## src/rtl/mult_div_unit.sv

```systemverilog
// Iterative multiply/divide engine: MULT, MULTU, DIV, DIVU, one bit per cycle.
// Produces a {HI,LO} result with a one-cycle done pulse after WIDTH iterations.
module mult_div_unit #(
    parameter int WIDTH = 32
) (
    input  logic                 clk,
    input  logic                 reset,
    input  logic                 start,
    input  logic [1:0]           op,
    input  logic [WIDTH-1:0]     opa,
    input  logic [WIDTH-1:0]     opb,
    output logic                 busy,
    output logic                 done,
    output logic [2*WIDTH-1:0]   result
);
    // state  | meaning
    // S_IDLE | waiting for start
    // S_RUN  | iterating, one operand bit per cycle
    // S_DONE | result valid for this cycle, start may relaunch
    localparam int CW = $clog2(WIDTH);

    typedef enum logic [1:0] {S_IDLE, S_RUN, S_DONE} state_t;

    state_t               r_state;
    state_t               w_state_nxt;
    logic                 w_launch;
    logic                 w_last;

    logic [CW-1:0]        r_cnt;
    logic [2*WIDTH-1:0]   r_acc;
    logic [WIDTH-1:0]     r_m;
    logic [WIDTH-1:0]     r_opa_raw;
    logic                 r_is_div;
    logic                 r_neg_q;
    logic                 r_neg_r;
    logic                 r_bz;
    logic [2*WIDTH-1:0]   r_result;

    logic                 w_signed;
    logic [WIDTH-1:0]     w_abs_a;
    logic [WIDTH-1:0]     w_abs_b;
    logic [WIDTH:0]       w_sum;
    logic [WIDTH:0]       w_rem_sh;
    logic [WIDTH:0]       w_diff;
    logic [2*WIDTH-1:0]   w_acc_nxt;
    logic [WIDTH-1:0]     w_rem;
    logic [WIDTH-1:0]     w_quo;
    logic [2*WIDTH-1:0]   w_final;

    assign w_last = (r_cnt == CW'(WIDTH - 1));

    always_ff @(posedge clk) begin
        if (reset) r_state <= S_IDLE;
        else       r_state <= w_state_nxt;
    end

    always_comb begin
        w_state_nxt = r_state;
        w_launch    = 1'b0;
        case (r_state)
            S_IDLE: begin
                if (start) begin
                    w_launch    = 1'b1;
                    w_state_nxt = S_RUN;
                end
            end
            S_RUN: begin
                if (w_last) w_state_nxt = S_DONE;
            end
            S_DONE: begin
                if (start) begin
                    w_launch    = 1'b1;
                    w_state_nxt = S_RUN;
                end else begin
                    w_state_nxt = S_IDLE;
                end
            end
            default: w_state_nxt = S_IDLE;
        endcase
    end

    assign busy   = (r_state == S_RUN);
    assign done   = (r_state == S_DONE);
    assign result = r_result;

    assign w_signed = ~op[0];
    assign w_abs_a  = (w_signed && opa[WIDTH-1]) ? -opa : opa;
    assign w_abs_b  = (w_signed && opb[WIDTH-1]) ? -opb : opb;

    // Multiply: the 65-bit accumulator's top bit is always zero after the shift,
    // so the carry of the add lands directly in bit 2*WIDTH-1 of the stored value.
    assign w_sum    = {1'b0, r_acc[2*WIDTH-1:WIDTH]} + {1'b0, r_m};
    assign w_rem_sh = {r_acc[2*WIDTH-1:WIDTH], r_acc[WIDTH-1]};
    assign w_diff   = w_rem_sh - {1'b0, r_m};

    always_comb begin
        w_acc_nxt = r_acc;
        if (r_is_div) begin
            if (!w_diff[WIDTH]) w_acc_nxt = {w_diff[WIDTH-1:0], r_acc[WIDTH-2:0], 1'b1};
            else                w_acc_nxt = {w_rem_sh[WIDTH-1:0], r_acc[WIDTH-2:0], 1'b0};
        end else begin
            if (r_acc[0]) w_acc_nxt = {w_sum, r_acc[WIDTH-1:1]};
            else          w_acc_nxt = {1'b0, r_acc[2*WIDTH-1:1]};
        end
    end

    assign w_rem = w_acc_nxt[2*WIDTH-1:WIDTH];
    assign w_quo = w_acc_nxt[WIDTH-1:0];

    always_comb begin
        w_final = w_acc_nxt;
        if (!r_is_div) begin
            if (r_neg_q) w_final = -w_acc_nxt;
        end else if (r_bz) begin
            w_final = {r_opa_raw, {WIDTH{1'b1}}};
        end else begin
            w_final[2*WIDTH-1:WIDTH] = r_neg_r ? -w_rem : w_rem;
            w_final[WIDTH-1:0]       = r_neg_q ? -w_quo : w_quo;
        end
    end

    always_ff @(posedge clk) begin
        if (reset) begin
            r_cnt     <= '0;
            r_acc     <= '0;
            r_m       <= '0;
            r_opa_raw <= '0;
            r_is_div  <= 1'b0;
            r_neg_q   <= 1'b0;
            r_neg_r   <= 1'b0;
            r_bz      <= 1'b0;
            r_result  <= '0;
        end else if (w_launch) begin
            r_cnt     <= '0;
            r_is_div  <= op[1];
            r_acc     <= {{WIDTH{1'b0}}, (op[1] ? w_abs_a : w_abs_b)};
            r_m       <= op[1] ? w_abs_b : w_abs_a;
            r_opa_raw <= opa;
            r_neg_q   <= w_signed & (opa[WIDTH-1] ^ opb[WIDTH-1]);
            r_neg_r   <= w_signed & opa[WIDTH-1];
            r_bz      <= (opb == '0);
        end else if (r_state == S_RUN) begin
            r_acc <= w_acc_nxt;
            r_cnt <= r_cnt + CW'(1);
            if (w_last) r_result <= w_final;
        end
    end

endmodule

```

## config.mk

```make
export PLATFORM = sky130hd
export DESIGN_NAME = mult_div_unit
export DESIGN_NICKNAME = d
export VERILOG_FILES = /design/src/rtl/mult_div_unit.sv
export SDC_FILE = /design/constraint.sdc
export NUM_CORES = 1
export LEC_CHECK = 0
export CORE_UTILIZATION = 42
export DETAILED_ROUTE_END_ITERATION = 16
export HOLD_SLACK_MARGIN = 0.12
export SLEW_MARGIN = 20
export SYNTH_ARGS = -nofsm -noshare
export SYNTH_HDL_FRONTEND = slang
export SYNTH_SLANG_ARGS = --single-unit
```

## constraint.sdc

```tcl
create_clock -name clk -period 5.6 [get_ports clk]
set_input_delay 0.84 -clock clk [delete_from_list [all_inputs] [get_ports clk]]
set_output_delay 0.84 -clock clk [all_outputs]
set_load 0.05 [all_outputs]
```

==> impl_metrics.sql, run 1 <==
INSERT INTO impl_metrics (metric_group, metric, value, unit) VALUES
('status', 'result_of_the_run', 'complete, no violations', ''),
('power_and_ir_drop', 'p_leak', '7.66', 'nW'),
('placed_design', 'dp_cells', '3139', ''),
('min_path', 'hold_path_class', 'reg2reg', ''),
('detailed_routing', 'route.detailed.vias_per_inst', '6.37', ''),
('sta', 'fin_skew', '30.4', 'ps'),
('power_and_ir_drop', 'ir_drop', '0.243', 'mV'),
('sta', 'report.final.slew_viol_count', '0', ''),
('critical_path', 'cp.required', '6060', 'ps'),
('floorplan', 'die_area', '0.0432', 'sq mm'),
('clock_network', 'clock-sinks', '203', ''),
('clock_network', 'clk_transition_reported_paths', '60', 'ps'),
('clock_network', 'cell_at_the_root_of_the_clock_tree', 'sky130_fd_sc_hd__clkbuf_16', ''),
('layout', 'layout.cell_area.non_filler', '0.0209', 'sq mm'),
('grt', 'grt_first_pass_wirelength', '119000', 'microns'),
('synth', 'synth_top_cell_area_share', '22.8', '%'),
('placed_design', 'io_buffers', '134', ''),
('sta', 'relSlewSlack', '24.2', '%'),
('clock_network', 'cts-htree-levels', '1', ''),
('layout', 'area.growth.synth_to_final', '17.2', '%'),
('critical_path', 'endpoint_kind', 'flop', ''),
('detailed_routing', 'final_antenna_net_count', '0', ''),
('critical_path', 'timing.reg2reg.setup_slack', '270', 'ps'),
('clock_network', 'maximum_buffer_depth_of_the_clock_tree', '3', ''),
('floorplan', 'initial_utilization', '42.5', '%'),
('synth', 'ys_ff_latch', '203', ''),
('detailed_routing', 'drt-wirelength-per-cell', '25.0', 'microns'),
('grt', 'vias_in_the_first_global_route', '18400', ''),
('critical_path', 'worstSetupStartpointType', 'flop', ''),
('power_and_ir_drop', 'power.net_switching', '0.00207', 'W'),
('sta', 'finalHoldViolCount', '0', ''),
('synth', 'postSynthCellCount', '2539', ''),
('synth', 'synth_top_cells_by_area', 'sky130_fd_sc_hd__dfxtp_1 (23%), sky130_fd_sc_hd__nand2_1 (8.8%), sky130_fd_sc_hd__a21oi_1 (7.4%)', ''),
('grt', 'antenna_found_initial', '4', ''),
('layout', 'final.fill_count', '4276', ''),
('synth', 'synthFlopType', 'sky130_fd_sc_hd__dfxtp_1', ''),
('clock_network', 'numCtsBuffers', '26', ''),
('grt', 'grt_remaining_overflow', '0', ''),
('floorplan', 'chipHeight', '208', 'microns'),
('detailed_routing', 'wirelength', '79800', 'microns'),
('critical_path', 'timing.critical_path.fanout_max', '12', ''),
('sta', 'fmax', '0.188', 'GHz'),
('power_and_ir_drop', 'pwr-share-clk', '34.4', '%'),
('sta', 'timing.final.crit_share', '95.2', '%'),
('sta', 'setup_viol_count_final', '0', ''),
('detailed_routing', 'drtIter0Drc', '2555', ''),
('min_path', 'min-delay-start', 'r_opa_raw[4]', ''),
('detailed_routing', 'post-route-drc-count', '0', ''),
('clock_network', 'clock_tree_from_tritoncts', 'built', ''),
('placed_design', 'place.gp.congestion', '1.02', ''),
('power_and_ir_drop', 'proportion_of_total_power_due_to_net_switching', '39.1', '%'),
('synth', 'syn_avg_cell_area', '7.01', 'sq um'),
('floorplan', 'core', '0.0419', 'sq mm'),
('sta', 'finalWorstPathRequiredPeriod', '5330', 'ps'),
('power_and_ir_drop', 'pwr-share-seq', '29.8', '%'),
('grt', 'grt_max_degree', '102', ''),
('critical_path', 'timing.reg2reg.worst_path_depth', '19', ''),
('floorplan', 'die_w', '208', 'microns'),
('detailed_routing', 'drtPass1Iterations', '6', ''),
('job', 'maximum_capacitance_violations', '0', ''),
('power_and_ir_drop', 'power_frac_comb', '35.8', '%'),
('sta', 'timing_worst_slew_pin_value', '1130', 'ps'),
('synth', 'synth.largest_area_cell', 'sky130_fd_sc_hd__dfxtp_1', ''),
('placed_design', 'post-dp-hpwl', '62800', 'microns'),
('synth', 'synth_area', '0.0178', 'sq mm'),
('critical_path', 'rr_startpoint', 'r_m[19]', ''),
('power_and_ir_drop', 'power_density', '254', 'mW/mm^2'),
('sta', 'finalWorstSetupSlack', '269', 'ps'),
('critical_path', 'r2r-end', 'result[60]', ''),
('synth', 'synth-edff-count', '0', ''),
('layout', 'layoutNonFillerInstCount', '3190', '');
==> cell usage after synthesis (15+ instances only) <==
cell                       instances
sky130_fd_sc_hd__clkbuf_1        126
sky130_fd_sc_hd__o31ai_1          22
sky130_fd_sc_hd__xor2_1           71
sky130_fd_sc_hd__and3_1           16
sky130_fd_sc_hd__nand4_1          30
sky130_fd_sc_hd__nand3_1          36
sky130_fd_sc_hd__o21a_1           17
sky130_fd_sc_hd__a21o_1           24
sky130_fd_sc_hd__nand2b_1         25
sky130_fd_sc_hd__nor3_1           59
sky130_fd_sc_hd__a211oi_1         75
sky130_fd_sc_hd__nor4_1           25
sky130_fd_sc_hd__nand2_1         419
sky130_fd_sc_hd__a21oi_1         265
sky130_fd_sc_hd__nor2b_1          20
sky130_fd_sc_hd__dfxtp_1         203
sky130_fd_sc_hd__mux2i_1          50
sky130_fd_sc_hd__ha_1             70
sky130_fd_sc_hd__o211ai_1         96
sky130_fd_sc_hd__buf_2            26
sky130_fd_sc_hd__inv_1            69
sky130_fd_sc_hd__or3_1            28
sky130_fd_sc_hd__a31oi_1          28
sky130_fd_sc_hd__xnor2_1         107
sky130_fd_sc_hd__buf_1            15
sky130_fd_sc_hd__nor2_1          251
sky130_fd_sc_hd__o21ai_0         144
==> layout make-up <==
type                       count  area (sq um)  area share, %
inverter                      72           270           1.29
multi-input combinational   2092         12800           61.5
timing repair buffer         235          2100           10.1
clock buffer                  30           696           3.33
clock inverter                17           211           1.01
tap                          539           674           3.23
antenna                        2          5.00         0.0240
sequential                   203          4070           19.5
==> critical path, stage by stage, from the launching register on <==
cell and delay, ps:
sky130_fd_sc_hd__dfxtp_1 360, sky130_fd_sc_hd__inv_1 60, sky130_fd_sc_hd__ha_1 390, sky130_fd_sc_hd__nand4_1 200
sky130_fd_sc_hd__or3_1 400, sky130_fd_sc_hd__nor3_2 220, sky130_fd_sc_hd__a21bo_2 300, sky130_fd_sc_hd__a21oi_2 220
sky130_fd_sc_hd__buf_4 220, sky130_fd_sc_hd__nor3_1 100, sky130_fd_sc_hd__a21oi_1 180, sky130_fd_sc_hd__ha_1 250
sky130_fd_sc_hd__or3b_2 520, sky130_fd_sc_hd__nor2_1 160, sky130_fd_sc_hd__nand2_1 90, sky130_fd_sc_hd__or3_1 620
sky130_fd_sc_hd__nor3_1 290, sky130_fd_sc_hd__mux2i_1 220, sky130_fd_sc_hd__nor2_1 50, sky130_fd_sc_hd__o41ai_1 380
==> logic make-up (layout without fill, tap and decap cells) <==
family / Yosys count / in the layout / share of synthesized area (%)
simple gates: 962 / 962 / 24.2
compound gates: 823 / 823 / 30.4
buf+inv: 244 / 354 / 5.40
flops: 203 / 203 / 22.8
xor+xnor: 178 / 178 / 8.76
fa+ha+maj: 72 / 72 / 5.14
mux: 57 / 57 / 3.25
other cells: 0 / 2 / 0
==> layout by cell type (no fill, tap or decap), types with 30 or more instances in the layout <==
cell                                n
sky130_fd_sc_hd__ha_1              65
sky130_fd_sc_hd__mux2i_1           50
sky130_fd_sc_hd__nand4_1           30
sky130_fd_sc_hd__xnor2_1          107
sky130_fd_sc_hd__xor2_1            71
sky130_fd_sc_hd__a211oi_1          74
sky130_fd_sc_hd__clkdlybuf4s50_1  132
sky130_fd_sc_hd__inv_1             69
sky130_fd_sc_hd__a21oi_1          263
sky130_fd_sc_hd__nand2_1          419
sky130_fd_sc_hd__o211ai_1          96
sky130_fd_sc_hd__nor2_1           249
sky130_fd_sc_hd__o21ai_0          143
sky130_fd_sc_hd__buf_4            101
sky130_fd_sc_hd__dfxtp_1          201
sky130_fd_sc_hd__nand3_1           36
sky130_fd_sc_hd__nor3_1            58
==> stage by stage <==
stage / power [W] / hold slack [ps] / TNS, ps
floorplan: 0.00275 / 431 / 0
global placement: 0.00342 / 441 / 0
detailed placement: 0.00343 / 448 / 0
CTS: 0.00523 / 457 / 0
global route: 0.00549 / 475 / -31.8
finish: 0.00530 / 457 / 0
==> routing by layer <==
layer	global-route usage [%]	part of all wire (%)	up-vias
met5	0	0.031	-
met4	14.6	4.6	4
met3	7.00	11	151
met2	50.7	40	1127
met1	53.0	44	9677
li1	-	-	9351
==> worst max path at each step <==
stage / cells past startpoint / to / startpoint
floorplan: 21 / result[60] / r_is_div
global placement: 21 / result[34] / r_m[16]
detailed placement: 22 / result[62] / r_m[16]
CTS: 22 / result[62] / r_m[16]
global route: 23 / result[62] / r_m[12]
finish: 19 / result[60] / r_m[19]
==> registers in the layout (all words and copies together), names as in the netlist <==
register	flops
r_is_div	1
r_bz	1
r_cnt	5
r_m	32
r_neg_q	1
result	64
r_opa_raw	32
r_neg_r	1
r_acc	64
r_state	2
==> timing repair <==
action | CTS | global route
setup endpoints to repair | 0 | 12
hold buffers | 0 | 0
setup buffers | 0 | 2
gates resized for setup | 0 | 13
==> power groups by stage <==
stage | Clock, W | Combinational, W | Sequential (W)
global route | 0.00189 | 0.00201 | 0.00159
finish | 0.00182 | 0.00190 | 0.00158
CTS | 0.00182 | 0.00183 | 0.00158
global placement | 0 | 0.00182 | 0.00161
floorplan | 0 | 0.00116 | 0.00158
detailed placement | 0 | 0.00182 | 0.00161
Power figures use the tool's default switching activity.
==> inputs of run 2 (changes only) <==
==> constraint.sdc (replaced) <==
create_clock -name clk -period 5.6 [get_ports clk]
set_input_delay 1.68 -clock clk [delete_from_list [all_inputs] [get_ports clk]]
set_output_delay 1.68 -clock clk [all_outputs]
set_load 0.05 [all_outputs]
==> impl_metrics.sql, run 2 (synthesis gave the netlist of run 1 again) <==
INSERT INTO impl_metrics (metric_group, metric, value, unit) VALUES
('layout', 'layout.cell_area.non_filler', '0.0209', 'sq mm'),
('power_and_ir_drop', 'p_leak', '7.69', 'nW'),
('power_and_ir_drop', 'ir_drop', '0.207', 'mV'),
('grt', 'grt_first_pass_wirelength', '117000', 'microns'),
('placed_design', 'dpl_cell_area', '0.0200', 'sq mm'),
('layout', 'layoutNonFillerInstCount', '3202', ''),
('grt', 'grt_max_degree', '92', ''),
('clock_network', 'cts-htree-levels', '1', ''),
('clock_network', 'clk_transition_reported_paths', '70', 'ps'),
('sta', 'timing.final.crit_share', '97.7', '%'),
('critical_path', 'worstSetupStartpointType', 'input pin', ''),
('detailed_routing', 'vias', '20100', ''),
('floorplan', 'chipHeight', '208', 'microns'),
('floorplan', 'row_count', '75', ''),
('sta', 'finalHoldWorstSlack', '458', 'ps'),
('critical_path', 'r2r-end', 'result[58]', ''),
('critical_path', 'critical-path-max-stage-delay', '730', 'ps'),
('critical_path', 'cp.required', '6030', 'ps'),
('clock_network', 'insertion_delay', '570', 'ps'),
('layout', 'layout_common_cells', 'sky130_fd_sc_hd__nand2_1 (419), sky130_fd_sc_hd__a21oi_1 (264), sky130_fd_sc_hd__nor2_1 (250)', ''),
('status', 'result_of_the_run', 'complete, no violations', ''),
('clock_network', 'cell_at_the_root_of_the_clock_tree', 'sky130_fd_sc_hd__clkbuf_16', ''),
('placed_design', 'place.gp.congestion', '1.03', ''),
('grt', 'antenna_found_initial', '7', ''),
('grt', 'groute.usage.overall', '35.2', '%'),
('critical_path', 'endpoint_kind', 'flop', ''),
('critical_path', 'timing.reg2reg.setup_slack', '400', 'ps'),
('grt', 'grt_remaining_overflow', '0', ''),
('detailed_routing', 'post-route-drc-count', '0', ''),
('sta', 'finalWorstSetupSlack', '131', 'ps'),
('sta', 'finalHoldViolCount', '0', ''),
('min_path', 'holdPathEnd', 'r_opa_raw[3]', ''),
('floorplan', 'io_pins', '135', ''),
('min_path', 'min-delay-start', 'r_opa_raw[3]', ''),
('clock_network', 'clock-sinks', '203', ''),
('min_path', 'hold_path_class', 'reg2reg', ''),
('placed_design', 'setup_slack_at_placement', '-283', 'ps'),
('detailed_routing', 'final_antenna_net_count', '0', ''),
('floorplan', 'die_w', '208', 'microns'),
('layout', 'final_net_count', '2782', ''),
('grt', 'vias_in_the_first_global_route', '18400', ''),
('sta', 'relSlewSlack', '29.0', '%'),
('critical_path', 'rr_startpoint', 'r_acc[58]', ''),
('clock_network', 'numCtsBuffers', '26', ''),
('critical_path', 'crit_type', 'in2reg', ''),
('clock_network', 'cts_setup_buffers', '0', ''),
('sta', 'setup_viol_count_final', '0', ''),
('sta', 'fmax', '0.183', 'GHz'),
('detailed_routing', 'drt-wirelength-per-cell', '24.4', 'microns'),
('sta', 'fin_skew', '31.2', 'ps'),
('detailed_routing', 'route.detailed.vias_per_inst', '6.29', ''),
('job', 'maximum_capacitance_violations', '0', ''),
('critical_path', 'slowest_stage', 'sky130_fd_sc_hd__a21oi_1', ''),
('sta', 'report.final.slew_viol_count', '0', ''),
('critical_path', 'timing.critical_path.fanout_max', '5', ''),
('sta', 'finalWorstPathRequiredPeriod', '5470', 'ps'),
('sta', 'tns', '0', 'ps'),
('layout', 'final.fill_count', '4219', ''),
('detailed_routing', 'wirelength', '78000', 'microns'),
('clock_network', 'clock_tree_from_tritoncts', 'built', ''),
('floorplan', 'initial_utilization', '42.5', '%'),
('critical_path', 'cpMostUsedCell', 'sky130_fd_sc_hd__nor2_1', ''),
('layout', 'layout.cells.most_common', 'sky130_fd_sc_hd__nand2_1', ''),
('critical_path', 'critical_path_arrival', '5900', 'ps'),
('min_path', 'holdPathStages', '2', ''),
('power_and_ir_drop', 'power_density', '248', 'mW/mm^2'),
('placed_design', 'io_buffers', '134', ''),
('floorplan', 'core', '0.0419', 'sq mm'),
('layout', 'area.growth.synth_to_final', '17.6', '%'),
('placed_design', 'dp_cells', '3151', ''),
('floorplan', 'die_area', '0.0432', 'sq mm'),
('detailed_routing', 'drtIter0Drc', '2196', ''),
('detailed_routing', 'drtPass1Iterations', '8', ''),
('critical_path', 'path_cells', 'clkdlybuf4s50_1, or2_2, or4_1, nor2_1, and2_1, nand2_1, nor4_1, nand2_1, o41ai_1, xor2_1, nor2_1, a21oi_1, mux2_2, nor2_1', ''),
('layout', 'layout-drive-gt1-share', '8.73', '%'),
('clock_network', 'maximum_buffer_depth_of_the_clock_tree', '3', ''),
('sta', 'timing_worst_slew_pin_value', '1060', 'ps'),
('critical_path', 'timing.reg2reg.worst_path_depth', '21', ''),
('placed_design', 'post-dp-hpwl', '61500', 'microns');
-- run 2: metal layers --
layer / vias up / GRT usage [%] / part of all wire [%]
met1: 9509 / 47.7 / 43
li1: 9392 / - / -
met3: 191 / 8.21 / 9.8
met2: 1031 / 52.0 / 41
met4: 10 / 17.5 / 5.6
met5: - / 0 / 0.14
-- run 2: power by group --
group / switching, W / leakage (nW) / total, W / internal (W)
Sequential: 0.0000707 / 1.66 / 0.00158 / 0.00151
Combinational: 0.00126 / 5.63 / 0.00190 / 0.000647
Clock: 0.000721 / 0.409 / 0.00171 / 0.000986
-- run 2: worst max path at each step --
stage,from,to,slack (ps),cells past startpoint
after global routing,r_m[7],result[56],-10,22
after floorplan,r_is_div,result[60],280,21
after CTS,opa[0],r_m[23],330,14
after detailed placement,opa[0],r_m[23],-280,14
final,opa[0],r_m[23],130,14
after global placement,opa[0],r_m[25],-400,14
-- run 2: repair_timing --
action | CTS | global route
setup endpoints to repair | 0 | 12
gates resized for setup | 0 | 14
hold buffers | 0 | 0
hold endpoints to repair | 0 | 0
-- run 2: critical path: cells and delay by family --
kind	cells	cell delay, ps
AO/OA/AOI/OAI	2	1090
buffers and inverters	1	490
XOR/XNOR	1	230
multiplexers	1	300
AND/OR/NAND/NOR	9	2090
-- run 2: through the flow --
stage / total power (W) / utilization [%]
6_report: 0.00519 / 50.0
5_1_grt: 0.00539 / 50.0
4_1_cts: 0.00514 / 49.8
3_5_place_dp: 0.00344 / 47.8
3_3_place_gp: 0.00343 / 47.8
2_1_floorplan: 0.00275 / -
-- run 2: area by class of cell --
cell class | instances | area (sq um) | area share (%)
Multi-Input combinational cell | 2092 | 12900 | 61.4
Sequential cell | 203 | 4070 | 19.4
Timing Repair Buffer | 246 | 2200 | 10.5
Clock buffer | 32 | 703 | 3.36
Tap cell | 539 | 674 | 3.22
Inverter | 72 | 270 | 1.29
Clock inverter | 14 | 149 | 0.711
Antenna cell | 4 | 10.0 | 0.0478
